--- src/rtl/adc_regs_pkg.sv ---
`default_nettype none
// ============================================================================
//  Module   : adc_regs_pkg
//  Purpose  : Register map, CTRL field layout and AXI response codes for the
//             AD9643 capture-path AXI4-Lite register file.
//  Revision : 1.0  initial release
// ============================================================================
package adc_regs_pkg;

    typedef enum logic [1:0] {
        REG_CTRL    = 2'd0,
        REG_STATUS  = 2'd1,
        REG_OVR_CNT = 2'd2,
        REG_ID      = 2'd3
    } reg_sel_e;

    localparam int CTRL_ENABLE_BIT    = 0;
    localparam int CTRL_SOFT_RST_BIT  = 1;
    localparam int CTRL_TAP_LSB       = 4;
    localparam int CTRL_TAP_W         = 5;
    localparam int CTRL_TEST_MODE_BIT = 12;

    // Bits of CTRL that hold state; soft reset is a strobe and is never stored
    localparam logic [31:0] CTRL_STORE_MASK = 32'h0000_11F1;

    localparam logic [1:0] RESP_OKAY   = 2'b00;
    localparam logic [1:0] RESP_SLVERR = 2'b10;

    function automatic logic [31:0] strb_to_mask(input logic [3:0] strb);
        logic [31:0] mask;
        for (int b = 0; b < 4; b++) begin
            mask[8*b +: 8] = {8{strb[b]}};
        end
        return mask;
    endfunction

endpackage
`default_nettype wire

--- src/rtl/adc_sat_counter.sv ---
`default_nettype none
// ============================================================================
//  Module   : adc_sat_counter
//  Purpose  : Saturating event counter; a clear in the same cycle as an
//             increment leaves the count at one.
//  Revision : 1.0  initial release
// ============================================================================
module adc_sat_counter #(
    parameter int WIDTH = 16
) (
    input  logic             clk,
    input  logic             rst_n,
    input  logic             i_inc,
    input  logic             i_clr,
    output logic [WIDTH-1:0] o_count
);

    localparam logic [WIDTH-1:0] c_max = '1;

    logic [WIDTH-1:0] r_count;

    always_ff @(posedge clk or negedge rst_n) begin
        if (!rst_n) begin
            r_count <= '0;
        end else if (i_clr) begin
            r_count <= {{(WIDTH-1){1'b0}}, i_inc};
        end else if (i_inc && (r_count != c_max)) begin
            r_count <= r_count + 1'b1;
        end
    end

    assign o_count = r_count;

endmodule
`default_nettype wire

--- src/rtl/adc_axil_regs.sv ---
`default_nettype none
// ============================================================================
//  Module   : adc_axil_regs
//  Purpose  : AXI4-Lite register file for the AD9643 LVDS capture path:
//             CTRL fields, STATUS, saturating overflow count and ID.
//  Revision : 1.0  initial release
// ============================================================================
module adc_axil_regs
    import adc_regs_pkg::*;
#(
    parameter int          ADDR_WIDTH = 4,
    parameter logic [31:0] ID_VALUE   = 32'hAD96_4301,
    parameter int          OVR_CNT_W  = 16
) (
    input  logic                  s_axi_aclk,
    input  logic                  s_axi_aresetn,
    input  logic [ADDR_WIDTH-1:0] s_axi_awaddr,
    input  logic [2:0]            s_axi_awprot,
    input  logic                  s_axi_awvalid,
    output logic                  s_axi_awready,
    input  logic [31:0]           s_axi_wdata,
    input  logic [3:0]            s_axi_wstrb,
    input  logic                  s_axi_wvalid,
    output logic                  s_axi_wready,
    output logic [1:0]            s_axi_bresp,
    output logic                  s_axi_bvalid,
    input  logic                  s_axi_bready,
    input  logic [ADDR_WIDTH-1:0] s_axi_araddr,
    input  logic [2:0]            s_axi_arprot,
    input  logic                  s_axi_arvalid,
    output logic                  s_axi_arready,
    output logic [31:0]           s_axi_rdata,
    output logic [1:0]            s_axi_rresp,
    output logic                  s_axi_rvalid,
    input  logic                  s_axi_rready,
    input  logic                  adc_ready_i,
    input  logic                  adc_or_pulse_i,
    output logic                  ctrl_enable_o,
    output logic                  ctrl_soft_rst_o,
    output logic [4:0]            ctrl_idelay_tap_o,
    output logic                  ctrl_idelay_load_o,
    output logic                  ctrl_test_mode_o
);

    logic                 r_alive;
    logic                 r_aw_held;
    reg_sel_e             r_aw_sel;
    logic                 r_w_held;
    logic [31:0]          r_wdata;
    logic [3:0]           r_wstrb;
    logic                 r_bvalid;
    logic [1:0]           r_bresp;
    logic                 r_rvalid;
    logic [31:0]          r_rdata;
    logic [31:0]          r_ctrl;
    logic                 r_soft_rst_pulse;
    logic                 r_idelay_load_pulse;

    logic                 w_aw_hs;
    logic                 w_w_hs;
    logic                 w_ar_hs;
    logic                 w_commit;
    logic                 w_ovr_clr;
    logic [31:0]          w_byte_mask;
    logic [31:0]          w_rd_mux;
    reg_sel_e             w_ar_sel;
    logic [OVR_CNT_W-1:0] w_ovr_cnt;
    logic                 w_unused;

    // Readies stay low until the first edge after reset release
    assign s_axi_awready = r_alive & ~r_aw_held & ~r_bvalid;
    assign s_axi_wready  = r_alive & ~r_w_held & ~r_bvalid;
    assign s_axi_arready = r_alive & ~r_rvalid;

    assign w_aw_hs     = s_axi_awvalid & s_axi_awready;
    assign w_w_hs      = s_axi_wvalid & s_axi_wready;
    assign w_ar_hs     = s_axi_arvalid & s_axi_arready;
    assign w_commit    = r_aw_held & r_w_held;
    assign w_ovr_clr   = w_commit & (r_aw_sel == REG_OVR_CNT);
    assign w_byte_mask = strb_to_mask(r_wstrb);
    assign w_ar_sel    = reg_sel_e'(s_axi_araddr[3:2]);

    assign w_unused = ^{s_axi_awprot, s_axi_arprot, s_axi_awaddr, s_axi_araddr};

    always_ff @(posedge s_axi_aclk or negedge s_axi_aresetn) begin
        if (!s_axi_aresetn) begin
            r_alive             <= 1'b0;
            r_aw_held           <= 1'b0;
            r_aw_sel            <= REG_CTRL;
            r_w_held            <= 1'b0;
            r_wdata             <= '0;
            r_wstrb             <= '0;
            r_bvalid            <= 1'b0;
            r_bresp             <= RESP_OKAY;
            r_ctrl              <= '0;
            r_soft_rst_pulse    <= 1'b0;
            r_idelay_load_pulse <= 1'b0;
        end else begin
            r_alive             <= 1'b1;
            r_soft_rst_pulse    <= 1'b0;
            r_idelay_load_pulse <= 1'b0;
            if (w_aw_hs) begin
                r_aw_held <= 1'b1;
                r_aw_sel  <= reg_sel_e'(s_axi_awaddr[3:2]);
            end
            if (w_w_hs) begin
                r_w_held <= 1'b1;
                r_wdata  <= s_axi_wdata;
                r_wstrb  <= s_axi_wstrb;
            end
            if (w_commit) begin
                r_aw_held <= 1'b0;
                r_w_held  <= 1'b0;
                r_bvalid  <= 1'b1;
                r_bresp   <= ((r_aw_sel == REG_STATUS) || (r_aw_sel == REG_ID))
                             ? RESP_SLVERR : RESP_OKAY;
                if (r_aw_sel == REG_CTRL) begin
                    r_ctrl              <= (r_ctrl & ~w_byte_mask)
                                         | (r_wdata & w_byte_mask & CTRL_STORE_MASK);
                    r_soft_rst_pulse    <= r_wstrb[0] & r_wdata[CTRL_SOFT_RST_BIT];
                    r_idelay_load_pulse <= r_wstrb[0] | r_wstrb[1];
                end
            end else if (r_bvalid && s_axi_bready) begin
                r_bvalid <= 1'b0;
            end
        end
    end

    always_comb begin
        w_rd_mux = '0;
        case (w_ar_sel)
            REG_CTRL:    w_rd_mux = r_ctrl;
            REG_STATUS:  w_rd_mux = {30'b0, |w_ovr_cnt, adc_ready_i};
            REG_OVR_CNT: w_rd_mux = 32'(w_ovr_cnt);
            REG_ID:      w_rd_mux = ID_VALUE;
            default:     w_rd_mux = '0;
        endcase
    end

    // Read data is a snapshot from the AR handshake edge, so it sees pre-write state
    always_ff @(posedge s_axi_aclk or negedge s_axi_aresetn) begin
        if (!s_axi_aresetn) begin
            r_rvalid <= 1'b0;
            r_rdata  <= '0;
        end else if (w_ar_hs) begin
            r_rvalid <= 1'b1;
            r_rdata  <= w_rd_mux;
        end else if (r_rvalid && s_axi_rready) begin
            r_rvalid <= 1'b0;
        end
    end

    adc_sat_counter #(
        .WIDTH (OVR_CNT_W)
    ) u_ovr_cnt (
        .clk     (s_axi_aclk),
        .rst_n   (s_axi_aresetn),
        .i_inc   (adc_or_pulse_i),
        .i_clr   (w_ovr_clr),
        .o_count (w_ovr_cnt)
    );

    assign s_axi_bvalid       = r_bvalid;
    assign s_axi_bresp        = r_bresp;
    assign s_axi_rvalid       = r_rvalid;
    assign s_axi_rdata        = r_rdata;
    assign s_axi_rresp        = RESP_OKAY;
    assign ctrl_enable_o      = r_ctrl[CTRL_ENABLE_BIT];
    assign ctrl_idelay_tap_o  = r_ctrl[CTRL_TAP_LSB +: CTRL_TAP_W];
    assign ctrl_test_mode_o   = r_ctrl[CTRL_TEST_MODE_BIT];
    assign ctrl_soft_rst_o    = r_soft_rst_pulse;
    assign ctrl_idelay_load_o = r_idelay_load_pulse;

endmodule
`default_nettype wire

--- config.mk ---
export PLATFORM = sky130hd
export DESIGN_NAME = adc_axil_regs
export DESIGN_NICKNAME = d
export VERILOG_FILES = /design/src/rtl/adc_regs_pkg.sv /design/src/rtl/adc_sat_counter.sv /design/src/rtl/adc_axil_regs.sv
export SDC_FILE = /design/constraint.sdc
export NUM_CORES = 1
export LEC_CHECK = 0
export BUFFER_PORTS_ARGS = -buffer_cell sky130_fd_sc_hd__buf_4
export CAP_MARGIN = 20
export CORE_ASPECT_RATIO = 1.5
export CORE_MARGIN = 4
export CORE_UTILIZATION = 53
export DETAILED_ROUTE_END_ITERATION = 16
export GPL_TIMING_DRIVEN = 0
export PLACE_DENSITY = 0.87
export SYNTH_ARGS = -nofsm -noshare
export SYNTH_HDL_FRONTEND = slang
export SYNTH_SLANG_ARGS = --single-unit
--- constraint.sdc ---
create_clock -name s_axi_aclk -period 2.1 [get_ports s_axi_aclk]
set_clock_uncertainty 0.1 [all_clocks]
set_input_delay 0.105 -clock s_axi_aclk [delete_from_list [all_inputs] [get_ports s_axi_aclk]]
set_output_delay 0.105 -clock s_axi_aclk [all_outputs]
set_load 0.03 [all_outputs]
==> impl_metrics.prom <==
# TYPE chip_impl_metric gauge
chip_impl_info{name="dominant_combinational_cell_family_by_area_after_synthesis",value="simple AND/OR/NAND/NOR gates"} 1
chip_impl_metric{name="slew_headroom",unit="%"} 32.00
chip_impl_metric{name="final_hpwl_dp",unit="mm"} 7.324
chip_impl_metric{name="global_route_wire_length_before_repair",unit="mm"} 17.86
chip_impl_metric{name="place_congestion",unit=""} 0.9140
chip_impl_info{name="critPathLaunchType",value="flop"} 1
chip_impl_metric{name="synthesis.yosys.warnings",unit=""} 0
chip_impl_metric{name="num_io_pins",unit=""} 109
chip_impl_metric{name="clock-sinks",unit=""} 102
chip_impl_metric{name="final_core_utilization",unit="%"} 69.58
chip_impl_metric{name="cts_buffers",unit=""} 9
chip_impl_metric{name="timing.critical_path.fanout_max",unit=""} 7
chip_impl_metric{name="detailroute.via_count",unit=""} 3519
chip_impl_metric{name="irDropWorstVdd",unit="mV"} 0.7261
chip_impl_metric{name="post_synth_and_or_nand_nor_area_fraction",unit="%"} 16.84
chip_impl_metric{name="clk-insertion-delay-late",unit="ns"} 0.35
chip_impl_metric{name="final_nets",unit=""} 563
chip_impl_metric{name="drv_cap",unit=""} 0
chip_impl_metric{name="detailedRoute.firstIterationViolations",unit=""} 209
chip_impl_metric{name="port_buffers",unit=""} 71
chip_impl_metric{name="worst_slew_pin_slew",unit="ns"} 1.018
chip_impl_metric{name="final-max-slew-violation-count",unit=""} 0
chip_impl_metric{name="drive_above_1_share",unit="%"} 25.84
chip_impl_metric{name="grt_pass1_vias",unit=""} 3741
chip_impl_metric{name="setup_violations",unit=""} 0
chip_impl_metric{name="floorplan.die.width",unit="µm"} 82.39
chip_impl_info{name="status",value="finished clean"} 1
chip_impl_metric{name="h_tree_levels",unit=""} 3
chip_impl_metric{name="floorplan.initialDensity",unit="%"} 54.60
chip_impl_metric{name="power_frac_clock",unit="%"} 28.1
chip_impl_metric{name="antenna_found_initial",unit=""} 0
chip_impl_metric{name="synth.mux.area_fraction",unit="%"} 10.21
chip_impl_metric{name="syn_to_final_growth",unit="%"} 27.45
chip_impl_metric{name="finalHoldViolations",unit=""} 0
chip_impl_metric{name="synthCells",unit=""} 399
chip_impl_metric{name="clk_pin_slew_worst_paths",unit="ns"} 0.06
chip_impl_metric{name="cts_setup_buffers",unit=""} 0
chip_impl_metric{name="total_core_area",unit="µm²"} 8058
chip_impl_metric{name="gr-usage-all-layers",unit="%"} 24.22
chip_impl_info{name="critical_path.endpoint_type",value="flop"} 1
chip_impl_metric{name="cts_buffer_depth",unit=""} 2
chip_impl_metric{name="synth_edf_count",unit=""} 0
chip_impl_metric{name="power.density_cell_area",unit="nW/µm²"} 1113
chip_impl_metric{name="cellInternalPower",unit="mW"} 4.168
chip_impl_metric{name="cellLeakagePower",unit="nW"} 2.686
chip_impl_info{name="synth_ff_type",value="dfrtp_1"} 1
chip_impl_metric{name="finalCriticalPeriod",unit="ns"} 1.950
chip_impl_metric{name="combinationalPowerShare",unit="%"} 28.3
chip_impl_metric{name="yosysUniqueCellTypes",unit=""} 41
chip_impl_metric{name="floorplan.die.height",unit="µm"} 119.6
chip_impl_metric{name="global_route.overflow_total",unit=""} 0
chip_impl_metric{name="synth.avg_cell_area",unit="µm²"} 11.03
chip_impl_info{name="cts_tree",value="built"} 1
chip_impl_metric{name="required",unit="ns"} 2.26
chip_impl_metric{name="arrival",unit="ns"} 2.11
chip_impl_metric{name="drc",unit=""} 0
chip_impl_metric{name="wire_per_inst",unit="µm"} 17.81
chip_impl_metric{name="synth_compound_gate_area_share",unit="%"} 10.30
chip_impl_metric{name="num_antenna_cells",unit=""} 0
chip_impl_metric{name="synth_fa_ha_area_share",unit="%"} 0.5688
chip_impl_info{name="cts.root.buffer_cell",value="clkbuf_16"} 1
chip_impl_info{name="grt_setup_unrepaired",value="false"} 1
chip_impl_metric{name="total_switching_power",unit="mW"} 2.070
chip_impl_metric{name="seq_area_frac_synth",unit="%"} 58.02
chip_impl_metric{name="yosys.area_share.xor_xnor",unit="%"} 0
chip_impl_metric{name="ys_async_sr_fraction",unit="%"} 100.0
chip_impl_metric{name="setup_tns",unit="ns"} 0
chip_impl_metric{name="swShare",unit="%"} 33.18
chip_impl_metric{name="max_freq",unit="MHz"} 513.0
chip_impl_metric{name="rows",unit=""} 40
chip_impl_metric{name="grt_start_max_net_pins",unit=""} 65
chip_impl_metric{name="viasPerCell",unit=""} 5.750
chip_impl_metric{name="sequentialPowerShare",unit="%"} 43.6
chip_impl_metric{name="syn-cell-area",unit="µm²"} 4399
chip_impl_info{name="hold_class",value="in -> reg"} 1
chip_impl_metric{name="ant_nets",unit=""} 0
chip_impl_metric{name="dr.pass1.iters",unit=""} 6
chip_impl_metric{name="totalPowerFinal",unit="mW"} 6.238
chip_impl_metric{name="route.final.wire_length",unit="mm"} 10.90
chip_impl_info{name="setup.worst_path.class",value="reg -> reg"} 1
chip_impl_metric{name="final_min_period_over_clock_period",unit="%"} 92.83
chip_impl_metric{name="ys_ff_latch",unit=""} 102
chip_impl_metric{name="die_area",unit="µm²"} 9852
==> power by group through the flow <==
stage	Clock [mW]	Sequential [mW]	Combinational, mW
final	1.75	2.72	1.77
after floorplan	0	2.88	0.930
after global routing	1.85	2.77	1.92
after detailed placement	0	2.73	1.72
after CTS	1.75	2.70	1.76
after global placement	0	2.71	1.64
==> worst max-delay path, cell delays in order (launching register included) <==
cell,delay (ns)
dfrtp_1,0.45
ha_1,0.24
and4_1,0.26
nand3_1,0.21
or4_1,0.45
a21oi_1,0.16
==> metrics by stage <==
step | worst slack, ns | hold WS [ns] | cell area [µm²] | std cells
floorplan | 0.09052 | -0.2906 | 4409 | 401
global placement | 0.1955 | 0.1866 | 5074 | 577
detailed placement | 0.1388 | 0.008745 | 5101 | 578
CTS | 0.09002 | 0.06665 | 5609 | 613
global route | 0.03162 | 0.08017 | 5607 | 612
finish | 0.1505 | 0.07049 | 5607 | 612
==> cells in the mapped netlist (2+ instances only) <==
cell type	n	area [µm²]
dfrtp_1	102	2552
nand2_1	59	221.5
and2_1	29	181.4
o21ai_0	28	140.1
mux2_2	23	259.0
a21oi_1	21	105.1
mux2i_1	19	190.2
o31ai_1	14	105.1
clkbuf_1	12	45.04
buf_4	9	67.56
inv_1	8	30.03
nand2b_1	7	43.79
nand3_1	7	35.03
nor2_1	7	26.28
buf_2	5	25.02
and3_1	4	25.02
nor2b_1	4	25.02
and4_1	3	26.28
nand4_1	3	18.77
nor3_1	3	15.01
nor4_1	3	18.77
o22ai_1	3	18.77
or4_1	3	22.52
a41oi_1	2	17.52
conb_1	2	7.510
ha_1	2	25.02
o311ai_0	2	17.52
o41ai_1	2	17.52
==> kinds of logic (layout without fill, tap and decap cells) <==
kind of cell,Yosys count,after routing
AOI/OAI and AO/OA,76,76
adders and majority gates,2,2
DFF,102,102
other,2,4
muxes,42,42
buffers and inverters,35,141
and+or+nand+nor,140,140
==> final timing paths <==
path                       slack [ns]            startpoint  cells after the start                    end
setup / recovery                 0.15  u_ovr_cnt.o_count[1]                      5  u_ovr_cnt.o_count[12]
hold / removal                   0.07           adc_ready_i                      4         s_axi_rdata[0]
setup reg to reg                 0.15  u_ovr_cnt.o_count[1]                      5  u_ovr_cnt.o_count[12]
hold reg to reg                  0.38       s_axi_rdata[18]                      2        s_axi_rdata[18]
max in group asynchronous        1.02         s_axi_aresetn                      3   u_ovr_cnt.o_count[0]
min in group asynchronous        0.17         s_axi_aresetn                      2        s_axi_rdata[21]
==> routing by layer <==
metal | vias up | global-route usage [%] | wire [µm]
met2 | 157 | 41.47 | 5752
met3 | 40 | 5.030 | 602
met4 | 0 | 13.72 | 518
li1 | 1585 | - | -
met1 | 1737 | 26.97 | 4028
met5 | - | 0 | 0
==> cell type report <==
| type | instances | area, µm² |
|---|---|---|
| repair buffers | 91 | 750.7 |
| clock inverters | 4 | 51.30 |
| clock buffers | 12 | 266.5 |
| well taps | 105 | 131.4 |
| multi-input cells | 264 | 1685 |
| fillers | 544 | 2451 |
| plain buffers | 26 | 137.6 |
| flip-flops and latches | 102 | 2554 |
| inverters | 8 | 30.03 |
==> sequential cells by signal, summed over array words and instances, names as in the netlist, 2 cells and up, named ones only <==
| register | count |
|---|---|
| r_aw_sel | 2 |
| r_ctrl | 25 |
| r_wdata | 8 |
| r_wstrb | 4 |
| s_axi_rdata | 32 |
| u_ovr_cnt.o_count | 16 |
==> placed cells by master (no fill, tap or decap), types with 5 or more instances in the layout <==
master,instances
dfrtp_1,101
nand2b_1,7
mux2_2,23
nor2_1,6
buf_4,80
a21oi_1,21
buf_2,5
and2_1,29
o31ai_1,14
nand3_1,7
nand2_1,59
clkbuf_1,11
o21ai_0,28
mux2i_1,19
inv_1,8
dlygate4sd3_1,19
clkbuf_16,9
==> repair_timing <==
item                                   4_1_cts  5_1_grt
resized for setup                            0        1
setup endpoints to repair                    0        3
hold buffers                                19        0
endpoints found under the hold margin       56        0
(Power assumes the default switching activity.)
